**src/rtl/riscv_rf_pkg.sv**
```systemverilog
// Shared definitions for the single-port RV32I register file and its access sequencer.
package riscv_rf_pkg;

  localparam int XLEN = 32;
  localparam int AW   = 5;

  localparam logic RF_READ  = 1'b1;
  localparam logic RF_WRITE = 1'b0;

  // Round-robin memory of which requester won the last grant.
  localparam logic GRANT_RD = 1'b0;
  localparam logic GRANT_WR = 1'b1;

  typedef enum logic [2:0] {
    IDLE = 3'd0,
    WR   = 3'd1,
    RD1  = 3'd2,
    RD2  = 3'd3,
    RESP = 3'd4
  } rf_sched_state_t;

endpackage

```
**src/rtl/regfile_access_sched_if.sv**
```systemverilog
// Pipeline-side request/response bundle: writeback write, decode operand read and operand response.
interface regfile_access_sched_if;
  import riscv_rf_pkg::*;

  logic            wr_valid;
  logic            wr_ready;
  logic [AW-1:0]   wr_addr;
  logic [XLEN-1:0] wr_data;
  logic            rd_valid;
  logic            rd_ready;
  logic [AW-1:0]   rd_addr1;
  logic [AW-1:0]   rd_addr2;
  logic            resp_valid;
  logic            resp_ready;
  logic [XLEN-1:0] resp_data1;
  logic [XLEN-1:0] resp_data2;

  modport master (
    output wr_valid, wr_addr, wr_data, rd_valid, rd_addr1, rd_addr2, resp_ready,
    input  wr_ready, rd_ready, resp_valid, resp_data1, resp_data2
  );

  modport slave (
    input  wr_valid, wr_addr, wr_data, rd_valid, rd_addr1, rd_addr2, resp_ready,
    output wr_ready, rd_ready, resp_valid, resp_data1, resp_data2
  );

endinterface

```
**src/rtl/regfile_access_sched.sv**
```systemverilog
// Serialises decode operand reads and writeback writes onto the single register-file port,
// alternating grants under contention and forcing x0 reads to zero.
module regfile_access_sched
  import riscv_rf_pkg::*;
(
  input  logic                   clk,
  input  logic                   rst,
  regfile_access_sched_if.slave  bus,
  output logic                   rf_state,
  output logic [AW-1:0]          rf_address,
  output logic [XLEN-1:0]        rf_data_w,
  input  logic [XLEN-1:0]        rf_data
);

  rf_sched_state_t state_q, state_d;
  logic            last_grant_q, last_grant_d;
  logic [AW-1:0]   wr_addr_q, wr_addr_d;
  logic [XLEN-1:0] wr_data_q, wr_data_d;
  logic [AW-1:0]   rs1_q, rs1_d;
  logic [AW-1:0]   rs2_q, rs2_d;
  logic [XLEN-1:0] resp_data1_q, resp_data1_d;
  logic [XLEN-1:0] resp_data2_q, resp_data2_d;
  logic            wr_grant;
  logic            rd_grant;

  // Grants only from IDLE; a contended cycle goes to the side that lost last time.
  always_comb begin
    wr_grant = 1'b0;
    rd_grant = 1'b0;
    if (!rst && (state_q == IDLE)) begin
      if (bus.wr_valid && bus.rd_valid) begin
        if (last_grant_q == GRANT_RD) begin
          wr_grant = 1'b1;
        end else begin
          rd_grant = 1'b1;
        end
      end else begin
        wr_grant = bus.wr_valid;
        rd_grant = bus.rd_valid;
      end
    end else begin
      wr_grant = 1'b0;
      rd_grant = 1'b0;
    end
  end

  assign bus.wr_ready   = wr_grant;
  assign bus.rd_ready   = rd_grant;
  assign bus.resp_valid = (state_q == RESP);
  assign bus.resp_data1 = resp_data1_q;
  assign bus.resp_data2 = resp_data2_q;

  always_comb begin
    state_d      = state_q;
    last_grant_d = last_grant_q;
    wr_addr_d    = wr_addr_q;
    wr_data_d    = wr_data_q;
    rs1_d        = rs1_q;
    rs2_d        = rs2_q;
    resp_data1_d = resp_data1_q;
    resp_data2_d = resp_data2_q;
    case (state_q)
      IDLE: begin
        if (wr_grant) begin
          wr_addr_d    = bus.wr_addr;
          wr_data_d    = bus.wr_data;
          last_grant_d = GRANT_WR;
          // A write to x0 is consumed here without ever touching the port.
          state_d      = (bus.wr_addr != {AW{1'b0}}) ? WR : IDLE;
        end else if (rd_grant) begin
          rs1_d        = bus.rd_addr1;
          rs2_d        = bus.rd_addr2;
          last_grant_d = GRANT_RD;
          state_d      = RD1;
        end else begin
          state_d = IDLE;
        end
      end
      WR:   state_d = IDLE;
      RD1: begin
        resp_data1_d = (rs1_q == {AW{1'b0}}) ? {XLEN{1'b0}} : rf_data;
        state_d      = RD2;
      end
      RD2: begin
        resp_data2_d = (rs2_q == {AW{1'b0}}) ? {XLEN{1'b0}} : rf_data;
        state_d      = RESP;
      end
      RESP: begin
        if (bus.resp_ready) begin
          state_d = IDLE;
        end else begin
          state_d = RESP;
        end
      end
      default: state_d = IDLE;
    endcase
  end

  always_ff @(posedge clk) begin
    if (rst) begin
      state_q      <= IDLE;
      last_grant_q <= GRANT_RD;
      wr_addr_q    <= {AW{1'b0}};
      wr_data_q    <= {XLEN{1'b0}};
      rs1_q        <= {AW{1'b0}};
      rs2_q        <= {AW{1'b0}};
      resp_data1_q <= {XLEN{1'b0}};
      resp_data2_q <= {XLEN{1'b0}};
    end else begin
      state_q      <= state_d;
      last_grant_q <= last_grant_d;
      wr_addr_q    <= wr_addr_d;
      wr_data_q    <= wr_data_d;
      rs1_q        <= rs1_d;
      rs2_q        <= rs2_d;
      resp_data1_q <= resp_data1_d;
      resp_data2_q <= resp_data2_d;
    end
  end

  // Port drive: idle port is a read of x0 with zero write data.
  always_comb begin
    rf_state   = RF_READ;
    rf_address = {AW{1'b0}};
    rf_data_w  = {XLEN{1'b0}};
    case (state_q)
      WR: begin
        rf_state   = RF_WRITE;
        rf_address = wr_addr_q;
        rf_data_w  = wr_data_q;
      end
      RD1:     rf_address = rs1_q;
      RD2:     rf_address = rs2_q;
      default: rf_address = {AW{1'b0}};
    endcase
  end

endmodule

```
**src/flat_wrapper.sv**
```systemverilog
// flat-port wrapper written by rule: the top's interface ports become plain ports
module regfile_access_sched_flat import riscv_rf_pkg::*;
  (clk, rst, rf_state, rf_address, rf_data_w, rf_data, bus_wr_valid, bus_wr_addr, bus_wr_data, bus_rd_valid, bus_rd_addr1, bus_rd_addr2, bus_resp_ready, bus_wr_ready, bus_rd_ready, bus_resp_valid, bus_resp_data1, bus_resp_data2);
  regfile_access_sched_if bus_i ();
  input  logic clk;
  input  logic rst;
  output logic rf_state;
  output logic [AW-1:0] rf_address;
  output logic [XLEN-1:0] rf_data_w;
  input  logic [XLEN-1:0] rf_data;
  input wire logic [$bits(bus_i.wr_valid)-1:0] bus_wr_valid;
  input wire logic [$bits(bus_i.wr_addr)-1:0] bus_wr_addr;
  input wire logic [$bits(bus_i.wr_data)-1:0] bus_wr_data;
  input wire logic [$bits(bus_i.rd_valid)-1:0] bus_rd_valid;
  input wire logic [$bits(bus_i.rd_addr1)-1:0] bus_rd_addr1;
  input wire logic [$bits(bus_i.rd_addr2)-1:0] bus_rd_addr2;
  input wire logic [$bits(bus_i.resp_ready)-1:0] bus_resp_ready;
  output wire logic [$bits(bus_i.wr_ready)-1:0] bus_wr_ready;
  output wire logic [$bits(bus_i.rd_ready)-1:0] bus_rd_ready;
  output wire logic [$bits(bus_i.resp_valid)-1:0] bus_resp_valid;
  output wire logic [$bits(bus_i.resp_data1)-1:0] bus_resp_data1;
  output wire logic [$bits(bus_i.resp_data2)-1:0] bus_resp_data2;
  assign bus_i.wr_valid = bus_wr_valid;
  assign bus_i.wr_addr = bus_wr_addr;
  assign bus_i.wr_data = bus_wr_data;
  assign bus_i.rd_valid = bus_rd_valid;
  assign bus_i.rd_addr1 = bus_rd_addr1;
  assign bus_i.rd_addr2 = bus_rd_addr2;
  assign bus_i.resp_ready = bus_resp_ready;
  assign bus_wr_ready = bus_i.wr_ready;
  assign bus_rd_ready = bus_i.rd_ready;
  assign bus_resp_valid = bus_i.resp_valid;
  assign bus_resp_data1 = bus_i.resp_data1;
  assign bus_resp_data2 = bus_i.resp_data2;
  regfile_access_sched u_core (.clk(clk), .rst(rst), .bus(bus_i), .rf_state(rf_state), .rf_address(rf_address), .rf_data_w(rf_data_w), .rf_data(rf_data));
endmodule
```
**config.mk**
```make
export PLATFORM = sky130hd
export DESIGN_NAME = regfile_access_sched_flat
export DESIGN_NICKNAME = d
export VERILOG_FILES = /design/src/rtl/riscv_rf_pkg.sv /design/src/rtl/regfile_access_sched_if.sv /design/src/rtl/regfile_access_sched.sv /design/src/flat_wrapper.sv
export SDC_FILE = /design/constraint.sdc
export NUM_CORES = 1
export LEC_CHECK = 0
export ABC_AREA = 1
export BUFFER_PORTS_ARGS = -buffer_cell sky130_fd_sc_hd__buf_2
export CORE_UTILIZATION = 49
export DETAILED_ROUTE_END_ITERATION = 8
export PLACE_DENSITY = 0.86
export SLEW_MARGIN = 20
export SYNTH_ARGS = -nofsm -noshare
export SYNTH_HDL_FRONTEND = slang
export SYNTH_SLANG_ARGS = --single-unit
```
**constraint.sdc**
```tcl
create_clock -name clk -period 1.8 [get_ports clk]
set_input_delay 0.36 -clock clk [delete_from_list [all_inputs] [get_ports clk]]
set_output_delay 0.36 -clock clk [all_outputs]
set_load 0.02 [all_outputs]
```
==> run summary, run 1 <==
Post-Synthesis Net Count: 796
Synth-to-layout area growth: 45.4%
Initial antenna violation count: 0
Rows: 35
TNS Setup: -6430 ps
CTS Sinks: 115
Rel. slew slack: 0.745
Largest net degree at the start of global routing: 72
Die Ht: 101 um
Final Slew Violations: 0
Cts hold-fix bufs: 0
Worst reg2reg path depth: 8
Hold path depth: 3
Clock Pin Slew Worst Setup and Hold Paths: 60 ps
Number of placed cells counting well taps: 997
Failing checks: negative setup slack
Bufs and invs on worst path: 3
Pre-Repair DR Iteration Count: 5
Peak supply drop: 0.000834 V
H-Tree Depth: 4
Crit path max fanout: 8
Clk buf depth: 2
Starting DRT DRC Count: 184
Pwr Density: 986 nW/um2
Worst R2R End: u_core.wr_data_q[5]
First-pass GRT wire length: 22600 um
Initial Util: 0.513
Crit path cell chain: nor3_4 -> buf_12 -> inv_6 -> nor2_4 -> buf_6
Setup ws final: -212 ps
Final Cycle Share: 1.12
Psw: 2.09 mW
Final cell count without fillers: 1038
Startpoint Class: flip-flop
P_int: 4.81 mW
Crit path arrival time: 1650 ps
Hold_sp: rf_data[18]
Vias in the first global route: 4845
Via density: 4.87
DP Worst Slack: 153 ps
Synth Area in Adders: 0
Fin area: 6990 um2
Cell variety after synth: 21
Largest family of logic cells by synthesized area: simple AND/OR/NAND/NOR gates
Max Freq: 497 MHz
Dpl cell area: 5840 um2
Antenna cells: 0
Crit Path Class: flip-flop to primary output
Sequential cell fraction of total power: 0.403
Crit-path slowest cell: dfxtp_4
Fin Clk Skew: 10.6 ps
Lkg Pwr: 3.40 nW
Max incr delay on CP: 360 ps
Pwr Total: 6.89 mW
Total GRT Usage: 0.284
CTS tree: yes
Clock Power Share: 0.436
Core Util, Final: 0.746
Worst Setup End Kind: primary output
# setup viols final: 39
Tmin final: 2010 ps
Share of layout cells above drive strength 1: 0.316
Die X: 101 um
PortBufs: 188
Mux share of post-synthesis cell area: 0
Fin. Hold Viols: 0
Worst min-delay path class: primary input to flip-flop
Synth Instances: 712
Num CTS Buffers: 17
RePlAce Congestion: 0.877
CTS Root Cell: clkbuf_8
Routed Antenna Nets: 0
Net Sw Frac: 0.303
Post-Route WL: 14200 um
I/O pins: 189
CP top delay family: buffers and inverters
R2R Setup Slk: 200 ps
Mapped Area: 4810 um2
Reg-to-reg startpoint: u_core.state_q[0]
WHS: 112 ps
YS warnings: 0
Data required, critical path: 1440 ps
HPWL after detailed placement: 7890 um
RSZ-0062 raised after global routing: yes
Register area share after synthesis: 0.479
DRC violations left: 0
FF+latch count, synth: 115
Core footprint: 9370 um2
DIE AREA: 10200 um2
Worst slew pin tran: 383 ps
Comb power frac: 0.161
XOR/XNOR share of the synthesized area: 0
Status: finished with violations
Worst-Skew Late Latency: 490 ps
Grt ovf: 0
Max-cap violations: 0
Simple-gate area share of the yosys netlist: 0.259
Endpoint, Worst Hold: u_core.bus.resp_data1[18]
Nets: 980
Number of fill cells in the layout: 733
Syn_area_per_cell: 6.75 um2
Synth Area in Compound Gates: 0.145
Routed wire per std cell: 13.7 um
Via count: 5060
## worst max path at each step
stage	startpoint	to	cells after the start
5_1_grt	u_core.state_q[1]	rf_data_w[8]	5
2_1_floorplan	u_core.state_q[0]	rf_data_w[22]	5
4_1_cts	u_core.state_q[1]	rf_address[2]	5
6_report	u_core.state_q[1]	rf_data_w[9]	5
3_3_place_gp	rst	u_core.wr_addr_q[1]	8
3_5_place_dp	u_core.state_q[0]	rf_data_w[24]	5
## cell usage after synthesis
master / instances / share of area
nand2_1: 133 / 0.10
a21oi_1: 67 / 0.070
dfxtp_1: 115 / 0.48
inv_1: 92 / 0.072
o21bai_1: 1 / 0.0016
inv_2: 2 / 0.0016
nor3_1: 1 / 0.0010
nor2_1: 168 / 0.13
nand4_1: 1 / 0.0013
buf_1: 4 / 0.0031
o21ai_1: 2 / 0.0021
clkbuf_1: 21 / 0.016
nor3_2: 2 / 0.0042
nor2_2: 1 / 0.0013
buf_2: 11 / 0.011
o21ai_0: 64 / 0.067
nand3_1: 14 / 0.015
buf_4: 8 / 0.012
clkinv_1: 1 / 0.00078
nand3b_1: 1 / 0.0016
o211ai_1: 3 / 0.0047
## worst register-to-register path, delay by kind of cell, from the launching register on
| kind | cells | cell delay, ps |
|---|---|---|
| simple gates | 6 | 690 |
| flops | 1 | 360 |
| buf+inv | 2 | 430 |
## routing by layer
layer	track usage	wire, um	vias up
met2	0.493	7170	198
met3	0.0922	1070	24
met1	0.305	5630	2284
met5	0	0	-
met4	0.151	327	0
li1	-	-	2554
## cells by family after synthesis
logic type | count (synthesis)
AND/OR/NAND/NOR | 321
buffers and inverters | 139
AO/OA/AOI/OAI | 137
flip-flops | 115
## timing repair
item | in CTS | in global routing
gates cloned | 4 | 0
buffers inserted | 4 | 1
pin swaps | 9 | 3
setup endpoints to repair | 41 | 42
resized for setup | 139 | 21
## cell type report
| type | count | area [um2] | area share |
|---|---|---|---|
| clock buffer | 17 | 414 | 0.0592 |
| timing repair inverter | 4 | 60.1 | 0.00859 |
| tap | 129 | 161 | 0.0231 |
| inverter | 95 | 373 | 0.0533 |
| multi-input combinational | 458 | 2210 | 0.316 |
| sequential | 115 | 2310 | 0.331 |
| clock inverter | 15 | 126 | 0.0181 |
| timing repair buffer | 205 | 1340 | 0.191 |
## cell usage in the layout, fill, tap and decap left out, types with 20 or more instances in the layout
master,n
nor2_1,135
nor2_4,32
dfxtp_1,112
o21ai_0,64
buf_2,149
nand2_1,132
buf_6,32
a21oi_1,67
buf_4,20
inv_1,90
## power groups by stage
stage / sequential [mW] / combinational (mW) / clock [mW]
CTS: 2.77 / 1.06 / 3.06
finish: 2.78 / 1.11 / 3.01
detailed placement: 2.82 / 0.930 / 0
global placement: 2.82 / 0.918 / 0
global route: 2.80 / 1.22 / 3.18
floorplan: 2.89 / 0.540 / 0
## state kept, by name, indices dropped and copies added, names as in the netlist
signal,flops
u_core.rs2_q,5
u_core.state_q,3
u_core.bus.resp_data1,32
u_core.last_grant_q,1
u_core.wr_data_q,32
u_core.wr_addr_q,5
u_core.rs1_q,5
u_core.bus.resp_data2,32
Note: power is estimated with default switching activity, not from simulation.
==> inputs of run 2 (changes only) <==
CORE_ASPECT_RATIO = 0.7   (was unset)
PLACE_DENSITY = 0.89   (was 0.86)
==> run summary, run 2 (synthesized netlist as in run 1, its figures left out) <==
Tmin final: 1920 ps
RePlAce Congestion: 0.846
Starting DRT DRC Count: 265
Grt ovf: 0
CTS tree: yes
Max-cap violations: 0
Antenna cells: 0
Worst slew pin tran: 403 ps
Post-Route WL: 13400 um
PortBufs: 188
Final Cycle Share: 1.07
Fin area: 6800 um2
Dpl cell area: 5840 um2
Worst-Skew Late Latency: 410 ps
Pre-Repair DR Iteration Count: 5
Pwr Density: 1110 nW/um2
Most frequent cells in the layout: buf_2 (162), nor2_1 (158), nand2_1 (126)
DRC violations left: 0
H-Tree Depth: 4
Via density: 4.89
Fin Clk Skew: 7.48 ps
Clk buf depth: 2
Die X: 120 um
Cts hold-fix bufs: 0
Commonest non-fill, non-tap cell in the layout: buf_2
Worst Setup End Kind: primary output
Nets: 981
Number of placed cells counting well taps: 993
End point of the critical path: rf_data_w[6]
Lkg Pwr: 3.47 nW
Fin. Hold Viols: 0
Peak supply drop: 0.000718 V
Worst R2R End: u_core.bus.resp_data1[21]
Setup ws final: -120 ps
CTS Root Cell: clkbuf_16
R2R Setup Slk: 180 ps
# setup viols final: 36
Worst min-delay path class: primary input to flip-flop
Num CTS Buffers: 17
DIE AREA: 10200 um2
Vias in the first global route: 4607
Die Ht: 84.9 um
Worst reg2reg path depth: 8
Largest net degree at the start of global routing: 69
Crit path cell chain: inv_4 -> nor3_4 -> buf_4 -> inv_4 -> nor2_1 -> buf_4
Initial antenna violation count: 0
RSZ-0062 raised after global routing: yes
I/O pins: 189
HPWL after detailed placement: 8370 um
First-pass GRT wire length: 21300 um
Clock Pin Slew Worst Setup and Hold Paths: 50 ps
Startpoint Class: flip-flop
Initial Util: 0.518
Share of layout cells above drive strength 1: 0.298
Pwr Total: 7.57 mW
Crit path max fanout: 16
Rows: 29
Total GRT Usage: 0.263
Core footprint: 9290 um2
Max Freq: 521 MHz
Data required, critical path: 1440 ps
Setup crit start: u_core.state_q[0]
Rel. slew slack: 0.732
Crit-path slowest cell: dfxtp_4
Routed wire per std cell: 13.0 um
Synth-to-layout area growth: 41.4%
Failing checks: negative setup slack
Final cell count without fillers: 1034
Crit path arrival time: 1560 ps
Via count: 5058
Crit Path Class: flip-flop to primary output
DP Worst Slack: 166 ps
CTS Sinks: 115
Routed Antenna Nets: 0
Max incr delay on CP: 390 ps
Final Slew Violations: 0
Status: finished with violations
Reg-to-reg startpoint: u_core.state_q[1]
run 2: worst min-delay path by stage:
stage                    startpoint                         to  slack [ps]  depth (start not counted)
6_report                rf_data[12]  u_core.bus.resp_data1[12]         200                          3
5_1_grt                 rf_data[12]  u_core.bus.resp_data1[12]         200                          3
4_1_cts                 rf_data[12]  u_core.bus.resp_data1[12]         190                          3
3_5_place_dp   u_core.wr_data_q[31]       u_core.wr_data_q[31]         470                          2
3_3_place_gp   u_core.wr_data_q[14]       u_core.wr_data_q[14]         460                          2
2_1_floorplan                   rst        u_core.last_grant_q         430                          1
run 2: worst max-delay path, delay by kind of cell (launching register included):
kind	cells	cell delay, ps
and+or+nand+nor	2	300
buffers and inverters	4	450
DFF	1	390
run 2: stage by stage:
stage	hold WS [ps]	TNS, ps	utilization
3_3_place_gp	463	0	0.629
3_5_place_dp	473	0	0.629
4_1_cts	192	-4730	0.714
6_report	200	-2200	0.732
2_1_floorplan	429	0	-
5_1_grt	203	-4600	0.732
run 2: report_power, final:
part	total (mW)	internal, mW	switching [mW]
clock network	3.77	2.63	1.14
logic	1.01	0.360	0.651
registers	2.78	2.70	0.0853
total	7.57	5.69	1.88
run 2: final cells by class:
cell class	count	area, um2
fill	759	2490
sequential	115	2310
multi-input combinational	458	2050
timing repair buffer	208	1230
clock buffer	23	498
inverter	95	375
clock inverter	9	173
tap	124	155
timing repair inverter	2	12.5
run 2: layer usage:
metal  up-vias  track usage  wire length, um
li1       2558            -                -
met1      2293        0.322             5680
met2       189        0.448             6500
met3        18       0.0665             1060
met4         0       0.0988              170
met5         -            0                0
run 2: repair_timing:
action                                  in CTS  in global routing
resized for setup                           32                 40
endpoints found under the setup margin      40                 39
pin swaps                                    3                  2
hold endpoints to repair                     0                  0
buffers inserted                             3                  4
cloned                                       2                  0
